$ cat config.mk
export PLATFORM = sky130hd
export DESIGN_NAME = sprite_ram_writer
export DESIGN_NICKNAME = d
export VERILOG_FILES = /design/src/rtl/sprite_pkg.sv /design/src/rtl/stream_timeout.sv /design/src/rtl/sprite_ram_writer.sv
export SDC_FILE = /design/constraint.sdc
export NUM_CORES = 1
export LEC_CHECK = 0
export CAP_MARGIN = 20
export CORE_MARGIN = 4
export CORE_UTILIZATION = 25
export DETAILED_ROUTE_END_ITERATION = 16
export DONT_BUFFER_PORTS = 1
export PLACE_DENSITY = 0.48
export SLEW_MARGIN = 40
export SYNTH_ARGS = -nofsm -noshare
export SYNTH_HDL_FRONTEND = slang
export SYNTH_SLANG_ARGS = --single-unit
export TNS_END_PERCENT = 20
$ cat constraint.sdc
create_clock -name Clk -period 5.2 [get_ports Clk]
set_input_delay 0.26 -clock Clk [delete_from_list [all_inputs] [get_ports Clk]]
set_output_delay 0.26 -clock Clk [all_outputs]
set_load 0.1 [all_outputs]
$ cat src/rtl/sprite_pkg.sv
// Shared types and constants for the sprite/background palette-index RAM loader
// and the colour mapper address math.
package sprite_pkg;

    localparam int unsigned BIRD_CAP    = 1600;     // 40x40
    localparam int unsigned PIPE_CAP    = 38400;    // 80x480
    localparam int unsigned BACK_CAP    = 307200;   // 640x480
    localparam int unsigned TIMEOUT_DEF = 1000000;

    localparam int ADDR_W = 19;
    localparam int LEN_W  = 16;

    localparam logic [7:0] SYNC_BYTE = 8'hA5;

    localparam logic [1:0] TGT_BIRD = 2'd0;
    localparam logic [1:0] TGT_PIPE = 2'd1;
    localparam logic [1:0] TGT_BACK = 2'd2;

    typedef enum logic [3:0] {
        ST_IDLE  = 4'd0,
        ST_TGT   = 4'd1,
        ST_LLO   = 4'd2,
        ST_LHI   = 4'd3,
        ST_OFS   = 4'd4,
        ST_FETCH = 4'd5,
        ST_WLO   = 4'd6,
        ST_WHI   = 4'd7,
        ST_CHK   = 4'd8
    } loader_state_t;

    // Write-select bit for a target code; codes above TGT_BACK map to no RAM.
    function automatic logic [2:0] tgt_onehot(input logic [1:0] tgt);
        return 3'b001 << tgt;
    endfunction

endpackage

$ cat src/rtl/stream_timeout.sv
// Idle-cycle watchdog: counts enabled cycles since the last clear and pulses
// expire on the LIMIT-th one.
module stream_timeout #(
    parameter int unsigned LIMIT = 1000000
) (
    input  logic Clk,
    input  logic Reset,
    input  logic clear,
    input  logic enable,
    output logic expire
);

    localparam int CW = (LIMIT > 1) ? $clog2(LIMIT) : 1;
    localparam logic [CW-1:0] LAST = CW'(LIMIT - 1);

    logic [CW-1:0] count;

    assign expire = enable && !clear && (count == LAST);

    always_ff @(posedge Clk) begin
        if (Reset || clear) begin
            count <= '0;
        end else if (enable) begin
            count <= (count == LAST) ? '0 : count + 1'b1;
        end
    end

endmodule

$ cat src/rtl/sprite_ram_writer.sv
// Host-side loader: parses framed byte stream, unpacks two 4-bit palette
// indices per byte and drives a registered write port per sprite RAM.
module sprite_ram_writer
    import sprite_pkg::*;
#(
    parameter int unsigned BIRD_PIX = BIRD_CAP,
    parameter int unsigned PIPE_PIX = PIPE_CAP,
    parameter int unsigned BACK_PIX = BACK_CAP,
    parameter int unsigned TIMEOUT  = TIMEOUT_DEF
) (
    input  logic                Clk,
    input  logic                Reset,
    input  logic [7:0]          in_data,
    input  logic                in_valid,
    output logic                in_ready,
    output logic [2:0]          wr_sel,
    output logic [ADDR_W-1:0]   wr_addr,
    output logic [3:0]          wr_data,
    output logic                busy,
    output logic                done,
    output logic [3:0]          err,
    output loader_state_t       state_dbg
);

    localparam logic [19:0] BIRD_LIM = 20'(BIRD_PIX);
    localparam logic [19:0] PIPE_LIM = 20'(PIPE_PIX);
    localparam logic [19:0] BACK_LIM = 20'(BACK_PIX);

    loader_state_t state, state_nxt;

    logic                accept;
    logic                tmo_clear, tmo_enable, tmo_expire;
    logic [1:0]          tgt_q;
    logic [7:0]          len_lo_q;
    logic [LEN_W-1:0]    len_q, len_now;
    logic [3:0]          hi_q;
    logic [7:0]          chk_q;
    logic [ADDR_W-1:0]   addr_q, rem_q;
    logic [19:0]         tgt_cap;
    logic                len_over;
    logic [24:0]         back_total;
    logic                back_over;

    logic [2:0]          wr_sel_d;
    logic [ADDR_W-1:0]   wr_addr_d;
    logic [3:0]          wr_data_d;
    logic                done_d;
    logic [3:0]          err_d;

    // Handshake: a byte transfers on any edge where in_valid && in_ready;
    // in_ready depends only on state and Reset, never on in_valid.
    assign accept = in_valid && in_ready;

    assign len_now    = {in_data, len_lo_q};
    assign len_over   = {4'd0, len_now} > tgt_cap;
    // Background chunks start at offset*65536; the whole chunk must fit.
    assign back_total = {1'b0, in_data, 16'h0000} + {9'd0, len_q};
    assign back_over  = back_total > 25'(BACK_PIX);

    assign busy      = (state != ST_IDLE);
    assign state_dbg = state;

    always_comb begin
        case (tgt_q)
            TGT_BIRD: tgt_cap = BIRD_LIM;
            TGT_PIPE: tgt_cap = PIPE_LIM;
            default:  tgt_cap = BACK_LIM;
        endcase
    end

    // Watchdog runs only while waiting on the host mid-frame.
    assign tmo_clear  = accept || (state == ST_IDLE);
    assign tmo_enable = state inside {ST_TGT, ST_LLO, ST_LHI, ST_OFS, ST_FETCH, ST_CHK};

    stream_timeout #(
        .LIMIT (TIMEOUT)
    ) u_timeout (
        .Clk    (Clk),
        .Reset  (Reset),
        .clear  (tmo_clear),
        .enable (tmo_enable),
        .expire (tmo_expire)
    );

    // State register
    always_ff @(posedge Clk) begin
        if (Reset) state <= ST_IDLE;
        else       state <= state_nxt;
    end

    // Next-state logic
    always_comb begin
        state_nxt = state;
        case (state)
            ST_IDLE: begin
                if (accept && in_data == SYNC_BYTE) state_nxt = ST_TGT;
            end
            ST_TGT: begin
                if (tmo_expire)  state_nxt = ST_IDLE;
                else if (accept) state_nxt = (in_data > 8'd2) ? ST_IDLE : ST_LLO;
            end
            ST_LLO: begin
                if (tmo_expire)  state_nxt = ST_IDLE;
                else if (accept) state_nxt = ST_LHI;
            end
            ST_LHI: begin
                if (tmo_expire) begin
                    state_nxt = ST_IDLE;
                end else if (accept) begin
                    if (tgt_q == TGT_BACK)  state_nxt = ST_OFS;
                    else if (len_over)      state_nxt = ST_IDLE;
                    else if (len_now == '0) state_nxt = ST_CHK;
                    else                    state_nxt = ST_FETCH;
                end
            end
            ST_OFS: begin
                if (tmo_expire) begin
                    state_nxt = ST_IDLE;
                end else if (accept) begin
                    if (back_over)        state_nxt = ST_IDLE;
                    else if (len_q == '0) state_nxt = ST_CHK;
                    else                  state_nxt = ST_FETCH;
                end
            end
            ST_FETCH: begin
                if (tmo_expire)  state_nxt = ST_IDLE;
                else if (accept) state_nxt = ST_WLO;
            end
            ST_WLO:  state_nxt = (rem_q == 19'd1) ? ST_CHK : ST_WHI;
            ST_WHI:  state_nxt = (rem_q == 19'd1) ? ST_CHK : ST_FETCH;
            ST_CHK: begin
                if (tmo_expire || accept) state_nxt = ST_IDLE;
            end
            default: state_nxt = ST_IDLE;
        endcase
    end

    // Output logic: in_ready plus next values of the registered write port and pulses
    always_comb begin
        in_ready  = 1'b0;
        wr_sel_d  = 3'b000;
        wr_addr_d = addr_q;
        wr_data_d = 4'h0;
        done_d    = 1'b0;
        err_d     = 4'b0000;
        case (state)
            ST_IDLE, ST_TGT, ST_LLO, ST_LHI, ST_OFS, ST_FETCH, ST_CHK: in_ready = !Reset;
            default: in_ready = 1'b0;
        endcase
        case (state)
            ST_TGT: begin
                if (accept && in_data > 8'd2) err_d[0] = 1'b1;
            end
            ST_LHI: begin
                if (accept && tgt_q != TGT_BACK && len_over) err_d[1] = 1'b1;
            end
            ST_OFS: begin
                if (accept && back_over) err_d[1] = 1'b1;
            end
            ST_FETCH: begin
                if (accept) begin
                    wr_sel_d  = tgt_onehot(tgt_q);
                    wr_addr_d = addr_q;
                    wr_data_d = in_data[3:0];
                end
            end
            ST_WLO: begin
                // An odd-length tail stops here; its high nibble is never written.
                if (rem_q != 19'd1) begin
                    wr_sel_d  = tgt_onehot(tgt_q);
                    wr_addr_d = addr_q + 19'd1;
                    wr_data_d = hi_q;
                end
            end
            ST_CHK: begin
                if (accept) begin
                    if (in_data == chk_q) done_d   = 1'b1;
                    else                  err_d[2] = 1'b1;
                end
            end
            default: ;
        endcase
        if (tmo_expire) err_d[3] = 1'b1;
    end

    // Datapath and registered outputs
    always_ff @(posedge Clk) begin
        if (Reset) begin
            tgt_q    <= 2'd0;
            len_lo_q <= 8'd0;
            len_q    <= '0;
            hi_q     <= 4'h0;
            chk_q    <= 8'd0;
            addr_q   <= '0;
            rem_q    <= '0;
            wr_sel   <= 3'b000;
            wr_addr  <= '0;
            wr_data  <= 4'h0;
            done     <= 1'b0;
            err      <= 4'b0000;
        end else begin
            wr_sel  <= wr_sel_d;
            wr_addr <= wr_addr_d;
            wr_data <= wr_data_d;
            done    <= done_d;
            err     <= err_d;
            case (state)
                ST_TGT: if (accept) tgt_q <= in_data[1:0];
                ST_LLO: if (accept) len_lo_q <= in_data;
                ST_LHI: begin
                    if (accept) begin
                        len_q  <= len_now;
                        rem_q  <= 19'(len_now);
                        addr_q <= '0;
                        chk_q  <= 8'd0;
                    end
                end
                ST_OFS:   if (accept) addr_q <= {in_data[2:0], 16'h0000};
                ST_FETCH: begin
                    if (accept) begin
                        hi_q  <= in_data[7:4];
                        chk_q <= chk_q ^ in_data;
                    end
                end
                ST_WLO, ST_WHI: begin
                    addr_q <= addr_q + 19'd1;
                    rem_q  <= rem_q - 19'd1;
                end
                default: ;
            endcase
        end
    end

endmodule

Yosys cells after proc, flatten, opt, wreduce, memory -nomap -nowiden
Cells that the tools add are included.

Register bits: 131. Input bits: 11. Output and inout bits: 37. Word-level logic and storage cells: 135.

Add/subtract/negate cells: 4. $lt $le $gt $ge: 3. Equality and inequality tests: 26. Shift-type cells: 1. Mux-type cells: 47. Bitwise operators: 4. Reduce and logical (&&, ||, !) cells: 34.

Operators with widths (number): 19-bit 2-to-1 mux (5); 4-bit 2-to-1 mux (21); 19-bit case mux with 2 select lines (2); 19-bit case mux with 3 select lines (1); 4-bit case mux with 9 select lines (1); 16-bit logical NOT (2); 24-bit by 16-bit adder with 25-bit output (1); 25-bit by 19-bit > comparator with 1-bit output, second input constant (1); 20-bit by 1-bit adder with 20-bit output, second input constant (1); 20-bit equality test, second input constant (1); 16-bit by 20-bit > comparator with 1-bit output (1); 20-bit 2-to-1 mux (1); 19-bit by 1-bit adder with 19-bit output, second input constant (1); 19-bit by 1-bit equality test with 1-bit output, second input constant (1); 19-bit by 1-bit inequality test with 1-bit output, second input constant (1); 19-bit by 1-bit subtractor with 19-bit output, second input constant (1); 4-bit by 3-bit equality test with 1-bit output, second input constant (4); 8-bit 2-to-1 mux (2); 8-bit case mux with 2 select lines (1); 3-bit inequality test, second input constant (5); 2-bit AND reduction (5); 4-bit by 2-bit equality test with 1-bit output, second input constant (2); 8-bit equality test (1); 8-bit equality test, second input constant (1); other kinds (30) (56).

Logic depth before layout (Yosys ltp)
Depth in word-level cells: 11. Gate-level depth with buffers: 9. Gate-level depth less buffers: 8.

Modules after synthesis
From an unflattened synthesis, not the netlist that was laid out.

Cells, all modules: 759. Area, all modules: 6334.8 sq um.

By module, submodules not included: sprite_ram_writer (instances 1, cells an instance 654, area an instance 5375.2 sq um, seq. area each 2222.1 sq um); stream_timeout (instances 1, cells an instance 105, area an instance 959.7 sq um, seq. area each 400.4 sq um).

Worst setup path after synthesis
OpenSTA, ideal clock, no wires.

Path type: flip-flop to output port. Start point: reg state[0] (netlist: state_dbg[0]). End point: out in_ready. Data arrival time: 2.653 ns. Data required time: 4.940 ns. Setup slack: 2.287 ns. Cell stages (with the launch flop): 5. Path buffers: 1. Cell sequence: dfxtp_1 > buf_1 > o21a_1 > o22a_1 > nor2_1.

Longest elaborated chain between the ends: 3. Elaborated cells on any way between the ends: 9. Classes of those cells: 6 x eq/ne; 1 x mux; 2 x reduce/logical.

RTL lines: start, declared (line sprite_ram_writer.sv:29) `loader_state_t state, state_nxt;`; start signal, assigned (line sprite_ram_writer.sv:88) `else state <= state_nxt;`; 4-bit by 1-bit equality test with 1-bit output, or another cell as far along (line sprite_ram_writer.sv:146) `case (state)`; 7-bit OR reduction * (line sprite_ram_writer.sv:146); 1-bit 2-to-1 mux * (line sprite_ram_writer.sv:146); end, declared (line sprite_ram_writer.sv:15) `output logic in_ready,`.

Mark *: on every way between the ends. The rest lies on a longest branch, timed or not.

Final worst setup path
Start point: reg state[2] (netlist: state_dbg[2]). End point: reg rem_q[10].

Longest elaborated chain between the ends: 6. Elaborated cells on any way between the ends: 17. Classes of those cells: 9 x eq/ne; 2 x mux; 6 x reduce/logical.

RTL lines: 4-bit by 1-bit equality test with 1-bit output, or another cell as far along (line sprite_ram_writer.sv:146); 7-bit OR reduction (line sprite_ram_writer.sv:146); 1-bit 2-to-1 mux (line sprite_ram_writer.sv:146); 1-bit logical AND (line sprite_ram_writer.sv:52) `assign accept = in_valid && in_ready;`; 2-bit inequality test (no source line); 2-bit AND reduction (no source line); end signal, assigned (line sprite_ram_writer.sv:213) `rem_q <= 19'(len_now);`; end signal, assigned (line sprite_ram_writer.sv:227) `rem_q <= rem_q - 19'd1;`; end, declared (line sprite_ram_writer.sv:38) `logic [ADDR_W-1:0] addr_q, rem_q;`.

Parallel ways exist; a longest one is shown, timed or not. A chain may end at the register's enable or synchronous reset.

==> flow_metrics.tcl <==
set metrics [dict create \
    path_class "reg2reg" \
    synth_enable_flop_cells 0 \
    cts_tree "built" \
    reg2reg_setup_slack_ns 2.42 \
    grt_util_all_layers_pct 12.6 \
    drive_above_1_share_pct 12.6 \
    netlist_top_cells_count "dfxtp_1, nor2_1, nand2_1" \
    cts_setup_buffers 0 \
    wire_per_inst_um 16.1 \
    syn-num-nets 797 \
    n_antenna_cell 0 \
    die_area_sq_mm 0.0284 \
    area_delta_synth_final_pct 16.2 \
    yosys_warnings 0 \
    pin_count 48 \
    hold_path_depth 2 \
    tns_ns 0 \
    routed_wl_um 17800 \
    overflow 0 \
    hpwl_um 11300 \
    drt_pre_antenna_iters 5 \
    slew_headroom_pct 44.8 \
    holdPathEnd "len_q[11]$_SDFFE_PP0P_" \
    arrival_ns 3.14 \
    htreeDepth 4 \
    netlist_area_sq_mm 0.00643 \
    pwr-share-clk_pct 53.5 \
    worstPathRequired_ns 5.55 \
    cts_root_buf "clkbuf_16" \
    post-route-drc-count 0 \
    clock.fmax_mhz 359 \
    cts_buffer_depth 2 \
    period_needed_ns 2.78 \
    worst_slack_ns 2.42 \
    ys.flop_type "dfxtp_1" \
    synth_most_common_cell "dfxtp_1" \
    hp-start "in_data[3]" \
    drtAntennaViolNets 0 \
    ys_ff_latch 131 \
    grt_pass1_wl_um 28800 \
    worst_pin_slew_ns 0.828 \
    antenna_found_initial 0 \
    sw_frac_of_total_pct 21.2 \
    finalWeightedCongestion 0.779 \
    finalHoldViolCount 0 \
    clk_pin_slew_worst_paths_ns 0.06 \
    status "finished, final reports clean" \
    p_int_mw 1.78 \
    async_reset_ff_share_pct 0 \
    pwr_density_cell_mw_per_mm2 302 \
    rr_worst_depth 5 \
    die_h_um 168 \
    final_nets 787 \
    grt_max_degree 97 \
    max-cap-violations 0 \
    r2r_start "state_dbg[2]$_SDFFE_PP0P_" \
    cts_num_sinks 131 \
    vias_per_cell 4.95 \
    rsz0062_at_grt "no" \
    leakagePower_nw 2.46 \
    combPwrFrac_pct 2.1 \
    cp-end-kind "register" \
    synthDistinctLibCells 76 \
    grt_pass1_vias 5100 \
    n_fill_cell 2684 \
    drv_slew 0 \
    synth_seq_area_share_pct 40.8 \
    pre_cts_ws_ns 2.38 \
    clkLatencyLatePin_ns 0.42 \
    cts_buffers 17 \
    clock_skew_ns 0.00823 \
    period_share_pct 53.5 \
    core_area_sq_mm 0.0253 \
    p_sw_uw 479 \
    critical_path.startpoint_type "register" \
    io_buffers 0 \
    drt_iter0_drc 505 \
    synth_area_leaders "dfxtp_1, nor2_1, nand2_1" \
    vias 5496 \
    start_util_pct 25.5 \
    setup_violations 0 \
    yosysTopAreaCell "dfxtp_1" \
    synthCells 778 \
    p_seq_share_pct 44.4 \
    rows 58 \
    vdd_drop_max_uv 237 \
    min_path_type "in2reg" \
    dieWidth_um 168 \
    reg2reg_to "rem_q[10]$_SDFFE_PP0P_" \
    synth_top_area_share_pct 40.8 \
    synth.avg_cell_area_sq_um 8.27 \
    worstPathMaxFanout 18 \
]
cell type report:
class,instances,area (sq um),share of cell area (%)
tap,330,413,5.52
clock buffer,21,450,6.03
inverter,12,45.0,0.603
clock inverter,10,134,1.79
multi-input combinational,587,3580,47.9
sequential,131,2660,35.6
timing repair buffer,19,193,2.58
worst max-delay path, cell delays in order (launching register included):
cell and delay [ns]:
dfxtp_2 0.86, and3_1 0.71, nand3_2 0.28, or3_1 0.39, mux2_4 0.31, nor3_2 0.14
flip-flops by register name, indices dropped and copies added, names as in the netlist, 3 cells and up:
signal and cells:
u_timeout.count 20, addr_q 19, rem_q 19, wr_addr 19
len_q 16, chk_q 8, len_lo_q 8, err 4
hi_q 4, state_dbg 4, wr_data 4, wr_sel 3
stage by stage:
stage	cells	hold slack [ns]	instance area (sq um)	total power, mW	util [%]
floorplan	778	0.436	6430	1.06	-
global placement	1067	0.342	6690	1.05	26.5
detailed placement	1069	0.338	6770	1.05	26.8
CTS	1110	0.00138	7480	2.29	29.6
global route	1110	0.00991	7480	2.33	29.6
finish	1110	0.0191	7480	2.26	29.6
per-layer routing:
layer  vias to the layer above  GRT usage (%)  wire, um
li1                       2773              -         -
met1                      2604           17.7      8750
met2                        96           19.0      7880
met3                        23           3.71       968
met4                         0           3.39       234
met5                         -              0         0
power by group through the flow:
stage / Combinational [mW] / Clock [mW] / Sequential (mW)
after floorplan: 0.0372 / 0 / 1.03
after global placement: 0.0214 / 0 / 1.03
after detailed placement: 0.0216 / 0 / 1.03
after CTS: 0.0471 / 1.24 / 1.00
after global routing: 0.0502 / 1.28 / 1.00
final: 0.0466 / 1.21 / 1.00
worst max-delay path by stage:
stage,startpoint,to,slack [ns],depth (start not counted)
6_report,state_dbg[2]$_SDFFE_PP0P_,rem_q[10]$_SDFFE_PP0P_,2.42,5
4_1_cts,state_dbg[2]$_SDFFE_PP0P_,u_timeout.count[7]$_SDFFE_PP0P_,2.37,5
3_3_place_gp,state_dbg[2]$_SDFFE_PP0P_,wr_sel[1]$_SDFF_PP0_,2.35,5
5_1_grt,state_dbg[1]$_SDFFE_PP0P_,u_timeout.count[4]$_SDFFE_PP0P_,2.24,6
2_1_floorplan,state_dbg[0]$_SDFFE_PP0P_,in_ready,2.29,4
3_5_place_dp,state_dbg[2]$_SDFFE_PP0P_,u_timeout.count[15]$_SDFFE_PP0P_,2.38,5
timing repair:
| item | 4_1_cts | 5_1_grt |
|---|---|---|
| resized for setup | 0 | 0 |
| hold endpoints to repair | 98 | 0 |
| hold buffers | 10 | 0 |
kinds of logic after synthesis:
logic type	Yosys count	share of synthesized area, %
compound gates	163	16.5
xor+xnor	45	6.13
fa+ha+maj	9	1.71
buf+inv	60	4.14
flops	131	40.8
mux	18	2.92
simple gates	352	27.8
layout by cell type, fill, tap and decap left out, types with 12 or more instances in the layout:
cell and instances:
mux2i_1 15, nand4_1 17, dfxtp_2 32, xor2_1 24, o21ai_0 37, a31oi_1 20
a21oi_1 45, clkbuf_16 17, dfxtp_1 99, inv_1 12, nand3_1 26, or3_1 14
nor3_1 24, xnor2_1 21, nor2_1 123, a22oi_1 12, nand2_1 72
No activity file was read; power rests on OpenSTA's default activity.
